### src/rtl/ps2_button_mapper.sv
// Maps hps_io ps2_key events onto NUM_BTN registered button lines through a
// run-time loadable key table; each entry drives its button as level, toggle or timed pulse.
module ps2_button_mapper #(
  parameter int NUM_BTN      = 16,
  parameter int IDX_W        = (NUM_BTN > 1) ? $clog2(NUM_BTN) : 1,
  parameter int PULSE_CYCLES = 2400000,
  parameter int CNT_W        = 22
) (
  input  logic               clk_sys,
  input  logic               reset_n,
  input  logic [10:0]        ps2_key,
  input  logic               map_we,
  input  logic [IDX_W-1:0]   map_idx,
  input  logic [8:0]         map_code,
  input  logic               map_ext_any,
  input  logic [1:0]         map_mode,
  output logic [NUM_BTN-1:0] btn,
  output logic               evt_valid,
  output logic [NUM_BTN-1:0] evt_hit,
  output logic               evt_pressed
);

  typedef enum logic [1:0] {
    MODE_OFF    = 2'b00,
    MODE_LEVEL  = 2'b01,
    MODE_TOGGLE = 2'b10,
    MODE_PULSE  = 2'b11
  } mode_e;

  typedef struct packed {
    mode_e      mode;
    logic       ext_any;
    logic [8:0] code;
  } entry_t;

  localparam logic [CNT_W-1:0] PULSE_LOAD = CNT_W'(PULSE_CYCLES);
  localparam logic [CNT_W-1:0] CNT_ONE    = CNT_W'(1);

  entry_t             entry_q [NUM_BTN];
  entry_t             entry_d [NUM_BTN];
  logic [CNT_W-1:0]   cnt_q   [NUM_BTN];
  logic [CNT_W-1:0]   cnt_d   [NUM_BTN];
  logic [NUM_BTN-1:0] btn_q, btn_d;
  logic [NUM_BTN-1:0] held_q, held_d;
  logic [NUM_BTN-1:0] evt_hit_q, evt_hit_d;
  logic               evt_valid_q, evt_valid_d;
  logic               evt_pressed_q, evt_pressed_d;
  logic               armed_q, armed_d;
  logic               old_state_q, old_state_d;

  logic               key_toggle, key_pressed, key_ext;
  logic [7:0]         key_scan;
  logic               event_det;
  logic [NUM_BTN-1:0] hit;
  logic [NUM_BTN-1:0] fresh_make;
  logic [NUM_BTN-1:0] wr_sel;
  entry_t             wr_entry;

  assign key_toggle  = ps2_key[10];
  assign key_pressed = ps2_key[9];
  assign key_ext     = ps2_key[8];
  assign key_scan    = ps2_key[7:0];

  // Matching always uses the registered (pre-write) table, so a write landing on
  // the same edge as an event still reports that event against the old entry.
  always_comb begin
    // NOTE: every signal gets a default before any conditional assignment, so no latch is inferred.
    hit        = '0;
    fresh_make = '0;
    wr_sel     = '0;
    wr_entry   = '{mode: mode_e'(map_mode), ext_any: map_ext_any, code: map_code};
    event_det  = armed_q && (key_toggle != old_state_q);
    for (int i = 0; i < NUM_BTN; i++) begin
      hit[i] = event_det
            && (entry_q[i].mode != MODE_OFF)
            && (key_scan == entry_q[i].code[7:0])
            && (entry_q[i].ext_any || (key_ext == entry_q[i].code[8]));
      fresh_make[i] = hit[i] && key_pressed && !held_q[i];
      // Indices at or above NUM_BTN never equal any i, so those writes fall away.
      wr_sel[i] = map_we && (map_idx == IDX_W'(i));
    end
  end

  always_comb begin
    entry_d       = entry_q;
    cnt_d         = cnt_q;
    btn_d         = btn_q;
    held_d        = held_q;
    armed_d       = 1'b1;
    old_state_d   = key_toggle;
    evt_valid_d   = |hit;
    evt_hit_d     = hit;
    evt_pressed_d = (|hit) & key_pressed;

    for (int i = 0; i < NUM_BTN; i++) begin
      // Pulse countdown runs independently of events; button drops as it reaches zero.
      if (cnt_q[i] != '0) begin
        cnt_d[i] = cnt_q[i] - CNT_ONE;
        if (cnt_q[i] == CNT_ONE) btn_d[i] = 1'b0;
      end

      if (hit[i]) begin
        held_d[i] = key_pressed;
        case (entry_q[i].mode)
          MODE_LEVEL:  btn_d[i] = key_pressed;
          MODE_TOGGLE: if (fresh_make[i]) btn_d[i] = ~btn_q[i];
          MODE_PULSE: begin
            if (fresh_make[i] && (cnt_q[i] == '0)) begin
              btn_d[i] = 1'b1;
              cnt_d[i] = PULSE_LOAD;
            end
          end
          default: ;
        endcase
      end

      // A table write overrides whatever the event did to this entry's state.
      if (wr_sel[i]) begin
        entry_d[i] = wr_entry;
        btn_d[i]   = 1'b0;
        held_d[i]  = 1'b0;
        cnt_d[i]   = '0;
      end
    end
  end

  always_ff @(posedge clk_sys or negedge reset_n) begin
    if (!reset_n) begin
      // NOTE: the key table is a small register array, reset so every entry starts disabled.
      entry_q       <= '{default: '0};
      cnt_q         <= '{default: '0};
      btn_q         <= '0;
      held_q        <= '0;
      evt_hit_q     <= '0;
      evt_valid_q   <= 1'b0;
      evt_pressed_q <= 1'b0;
      armed_q       <= 1'b0;
      old_state_q   <= 1'b0;
    end else begin
      // NOTE: state registers use non-blocking assignment so all flops update together.
      entry_q       <= entry_d;
      cnt_q         <= cnt_d;
      btn_q         <= btn_d;
      held_q        <= held_d;
      evt_hit_q     <= evt_hit_d;
      evt_valid_q   <= evt_valid_d;
      evt_pressed_q <= evt_pressed_d;
      armed_q       <= armed_d;
      old_state_q   <= old_state_d;
    end
  end

  assign btn         = btn_q;
  assign evt_valid   = evt_valid_q;
  assign evt_hit     = evt_hit_q;
  assign evt_pressed = evt_pressed_q;

endmodule

### config.mk
export PLATFORM = sky130hd
export DESIGN_NAME = ps2_button_mapper
export DESIGN_NICKNAME = d
export VERILOG_FILES = /design/src/rtl/ps2_button_mapper.sv
export SDC_FILE = /design/constraint.sdc
export NUM_CORES = 1
export LEC_CHECK = 0
export CORE_ASPECT_RATIO = 0.5
export CORE_UTILIZATION = 45
export CTS_CLUSTER_DIAMETER = 60
export DETAILED_ROUTE_END_ITERATION = 12
export GPL_TIMING_DRIVEN = 0
export MAX_ROUTING_LAYER = met4
export PLACE_DENSITY_LB_ADDON = 0.25
export SLEW_MARGIN = 15
export SYNTH_ARGS = -nofsm -noshare
export SYNTH_HDL_FRONTEND = slang
export SYNTH_SLANG_ARGS = --single-unit
### constraint.sdc
create_clock -name clk_sys -period 2.4 [get_ports clk_sys]
set_input_delay 0.24 -clock clk_sys [delete_from_list [all_inputs] [get_ports clk_sys]]
set_output_delay 0.24 -clock clk_sys [all_outputs]
set_load 0.01 [all_outputs]
==> flow_summary.json <==
{
  "grt_pass1_vias": 23016,
  "drtAntennaViolNets": 0,
  "power_leakage_nw": 15.2,
  "grt_pass1_wl_um": 128000,
  "crit_arrival_ps": 2960,
  "violated_checks": "setup timing",
  "internal_power_mw": 24.5,
  "synth_largest_area_cell": "sky130_fd_sc_hd__dfrtp_1",
  "asyncSetResetFlopFracSynth_pct": 100,
  "gr-max-usage-layer": "met2",
  "vdd.ir_drop.worst_mv": 0.483,
  "clock_insertion_delay_worst_skew_ps": 630,
  "timing.rr.end": "cnt_q[207]",
  "grt_start_max_net_pins": 97,
  "syn-mean-instance-area_um2": 10.2,
  "worst_hold_path_type": "primary input to flop",
  "average_wire_length_per_cell_after_detail_routing_um": 19.4,
  "critical_path.max_fanout": 4,
  "sw_frac_of_total_pct": 35.8,
  "holdCritStartpoint": "ps2_key[4]",
  "fp.dieArea_mm2": 0.0696,
  "grt_util_all_layers_pct": 23.7,
  "clk_transition_reported_paths_ps": 60,
  "clock_skew_ps": 24.6,
  "row_count": 67,
  "multi_input_area_mm2": 0.0164,
  "ff2ff_setup_slack_ps": -90,
  "drt_iter0_drc": 1617,
  "number_of_warnings_issued_by_yosys": 0,
  "hold_ws_ps": 125,
  "dr_drc_count": 0,
  "worst_setup_path_start_kind": "flop",
  "synthDistinctLibCells": 91,
  "cts_htree_levels": 2,
  "synth_edf_count": 0,
  "final_weighted_congestion_of_routability_driven_global_placement": 0.857,
  "start_util_pct": 45.8,
  "number_of_inserted_filler_cells_in_the_final_layout": 5751,
  "chain_of_cells_forming_the_critical_path": "or4_4 > or4_4 > buf_8 > buf_6 > o31ai_4 > buf_6 > nor3_2 > xnor2_1 > a21oi_1",
  "r2r_start": "cnt_q[204]",
  "max_stage_delay_ps": 550,
  "placement.io_buffers": 52,
  "p_per_area_mw_per_mm2": 1040,
  "power.switching_mw": 13.7,
  "synthTopCellsByArea": "sky130_fd_sc_hd__dfrtp_1 48%, sky130_fd_sc_hd__xnor2_1 8.6%, sky130_fd_sc_hd__mux2_2 5.2%",
  "drtPass1Iterations": 5,
  "buffer_type_at_the_clock_tree_root": "sky130_fd_sc_hd__clkbuf_16",
  "grt_use_met1_pct": 34.0,
  "post-route-util_pct": 54.7,
  "height_of_the_die_um": 187,
  "fin_crit_ps": 2490,
  "netlist.area_leader.share_pct": 48.4,
  "timing.hold.worst_endpoint": "evt_hit[13]",
  "finalCritPeriodShare_pct": 104,
  "setup_slack_ps": -87.2,
  "areaGrowthSynthToFinish_pct": 19.5,
  "timing_max_transition_violations_final": 0,
  "timing.critical_path.required_ps": 2870,
  "synth.net_count": 3112,
  "pwr-share-seq_pct": 43.3,
  "grt_antenna_before_repair": 4,
  "ctsLongestPathBuffers": 3,
  "netlist_area_mm2": 0.0308,
  "crit_path_top_delay_cell": "sky130_fd_sc_hd__or4_4",
  "rsz0062_at_grt": "true",
  "cp-end-kind": "flop",
  "post_synth_inst_count": 3034,
  "cts_inserted_buffers": 56,
  "dpl.hpwl_um": 52300,
  "grt.overflow.total": 0,
  "cts_sink_count": 596,
  "synth-seq-cells": 596,
  "total_core_area_mm2": 0.0673,
  "setup_viol": 29,
  "finalNonFillerCells": 4195,
  "totalPowerFinal_mw": 38.2,
  "nNetsFinal": 3335,
  "dominantRegCellSynth": "sky130_fd_sc_hd__dfrtp_1",
  "achievable-frequency_mhz": 402,
  "post_drt_via_cell_ratio": 5.68,
  "dieWidth_um": 372,
  "register_area_mm2": 0.0149,
  "cap_violations": 0,
  "seq_area_frac_synth_pct": 48.4,
  "run_status": "complete, but fails checks",
  "grt.met2_usage_pct": 35.2,
  "drive_gt1_share_pct": 20.2,
  "ioPinCount": 64,
  "totalNegativeSetupSlack_ps": -834,
  "combinationalPowerShare_pct": 32.2,
  "power.share.clock_pct": 24.5,
  "hold_viol": 0,
  "routed_wl_um": 81200,
  "placed_cells_incl_taps": 3989,
  "via_count": 23824,
  "r2r.worst_path.cells": 9,
  "worst_slew_margin_rel_pct": 24.5,
  "cts_tree": "built",
  "min_delay_path_depth": 4,
  "groute.layer.met3.usage_pct": 3.61,
  "tightest_slew_ps": 1130,
  "crit_type": "flop to flop"
}
worst max-delay path by stage:
stage,startpoint,endpoint,cells after the start
finish,cnt_q[204],cnt_q[207],9
global route,cnt_q[296],cnt_q[305],7
floorplan,cnt_q[79],cnt_q[69],7
global placement,reset_n,cnt_q[27],1
detailed placement,ps2_key[9],held_q[2],7
CTS,cnt_q[48],cnt_q[53],7
final cells by class:
type                            count  share of cell area, %
Buffer                            106                   1.74
Multi-Input combinational cell   2270                   44.6
Sequential cell                   596                   40.5
Antenna cell                        2                 0.0136
Inverter                           53                  0.544
Clock buffer                       77                   4.33
Timing Repair Buffer              174                   4.46
Clock inverter                     20                  0.792
Tap cell                          897                   3.05
synthesized netlist by cell type, types with 52 or more instances:
library cell,n
sky130_fd_sc_hd__clkbuf_1,73
sky130_fd_sc_hd__nor3_1,133
sky130_fd_sc_hd__nor4_1,91
sky130_fd_sc_hd__dfrtp_1,596
sky130_fd_sc_hd__xor2_1,119
sky130_fd_sc_hd__mux2_2,143
sky130_fd_sc_hd__xnor2_1,302
sky130_fd_sc_hd__nand2_1,261
sky130_fd_sc_hd__a21oi_1,139
sky130_fd_sc_hd__nor2_1,361
sky130_fd_sc_hd__nand3_1,101
sky130_fd_sc_hd__o21ai_0,52
sky130_fd_sc_hd__inv_1,52
critical path, delay by kind of cell, from the launching register on:
kind	cells	cell delay (ps)
buffers and inverters	3	430
and+or+nand+nor	3	1060
AOI/OAI and AO/OA	2	300
DFF	1	390
xor gates and xnor gates	1	160
what timing repair did:
item,in CTS,in global routing
pin swaps,59,59
setup buffers,59,52
gates cloned,2,3
endpoints found under the setup margin,410,299
hold buffers,1,0
endpoints found under the hold margin,93,0
gates resized for setup,170,167
cells by family after synthesis:
| logic type | count (synthesis) | synth area share, % |
|---|---|---|
| AND/OR/NAND/NOR | 1286 | 21.9 |
| flip-flops | 596 | 48.4 |
| XOR/XNOR | 422 | 12.0 |
| AO/OA/AOI/OAI | 341 | 6.99 |
| multiplexers | 171 | 6.14 |
| buffers and inverters | 169 | 2.58 |
| adder cells (fa/ha/maj) | 48 | 1.95 |
| other | 1 | 0.0122 |
metal layers:
layer / vias up / share of wire [%]
met5: - / 0
met3: 125 / 5.2
met4: 0 / 2.3
met2: 499 / 45
li1: 11139 / -
met1: 12061 / 47
registers in the layout, indices dropped and copies added (netlist names):
name         flops
cnt_q          352
entry_q        192
btn             16
evt_hit         16
held_q          16
armed_q          1
evt_pressed      1
evt_valid        1
old_state_q      1
cells in the final DEF, fill, tap and decap left out, drive strengths merged, types with 110 or more instances in the layout:
| cell | n |
|---|---|
| mux2 | 143 |
| buf | 165 |
| nor2 | 362 |
| nand2 | 262 |
| nor3 | 138 |
| xnor2 | 302 |
| clkbuf | 139 |
| dfrtp | 596 |
| a21oi | 139 |
| xor2 | 120 |
| nor4 | 110 |
power by group through the flow:
stage | clock [mW] | sequential (mW) | combinational [mW]
after floorplan | 0 | 15.7 | 8.39
after global routing | 9.95 | 17.0 | 13.7
after global placement | 0 | 16.3 | 10.1
after CTS | 9.53 | 16.3 | 11.3
final | 9.37 | 16.5 | 12.3
after detailed placement | 0 | 16.4 | 10.5
stage by stage:
step | worst slack (ps) | instance area [µm²]
floorplan | 4.34 | 30800
global placement | -26180 | 32500
detailed placement | -2400 | 32600
CTS | -71.7 | 35800
global route | -158 | 36800
finish | -87.2 | 36800
Note: power is estimated with default switching activity, not from simulation.
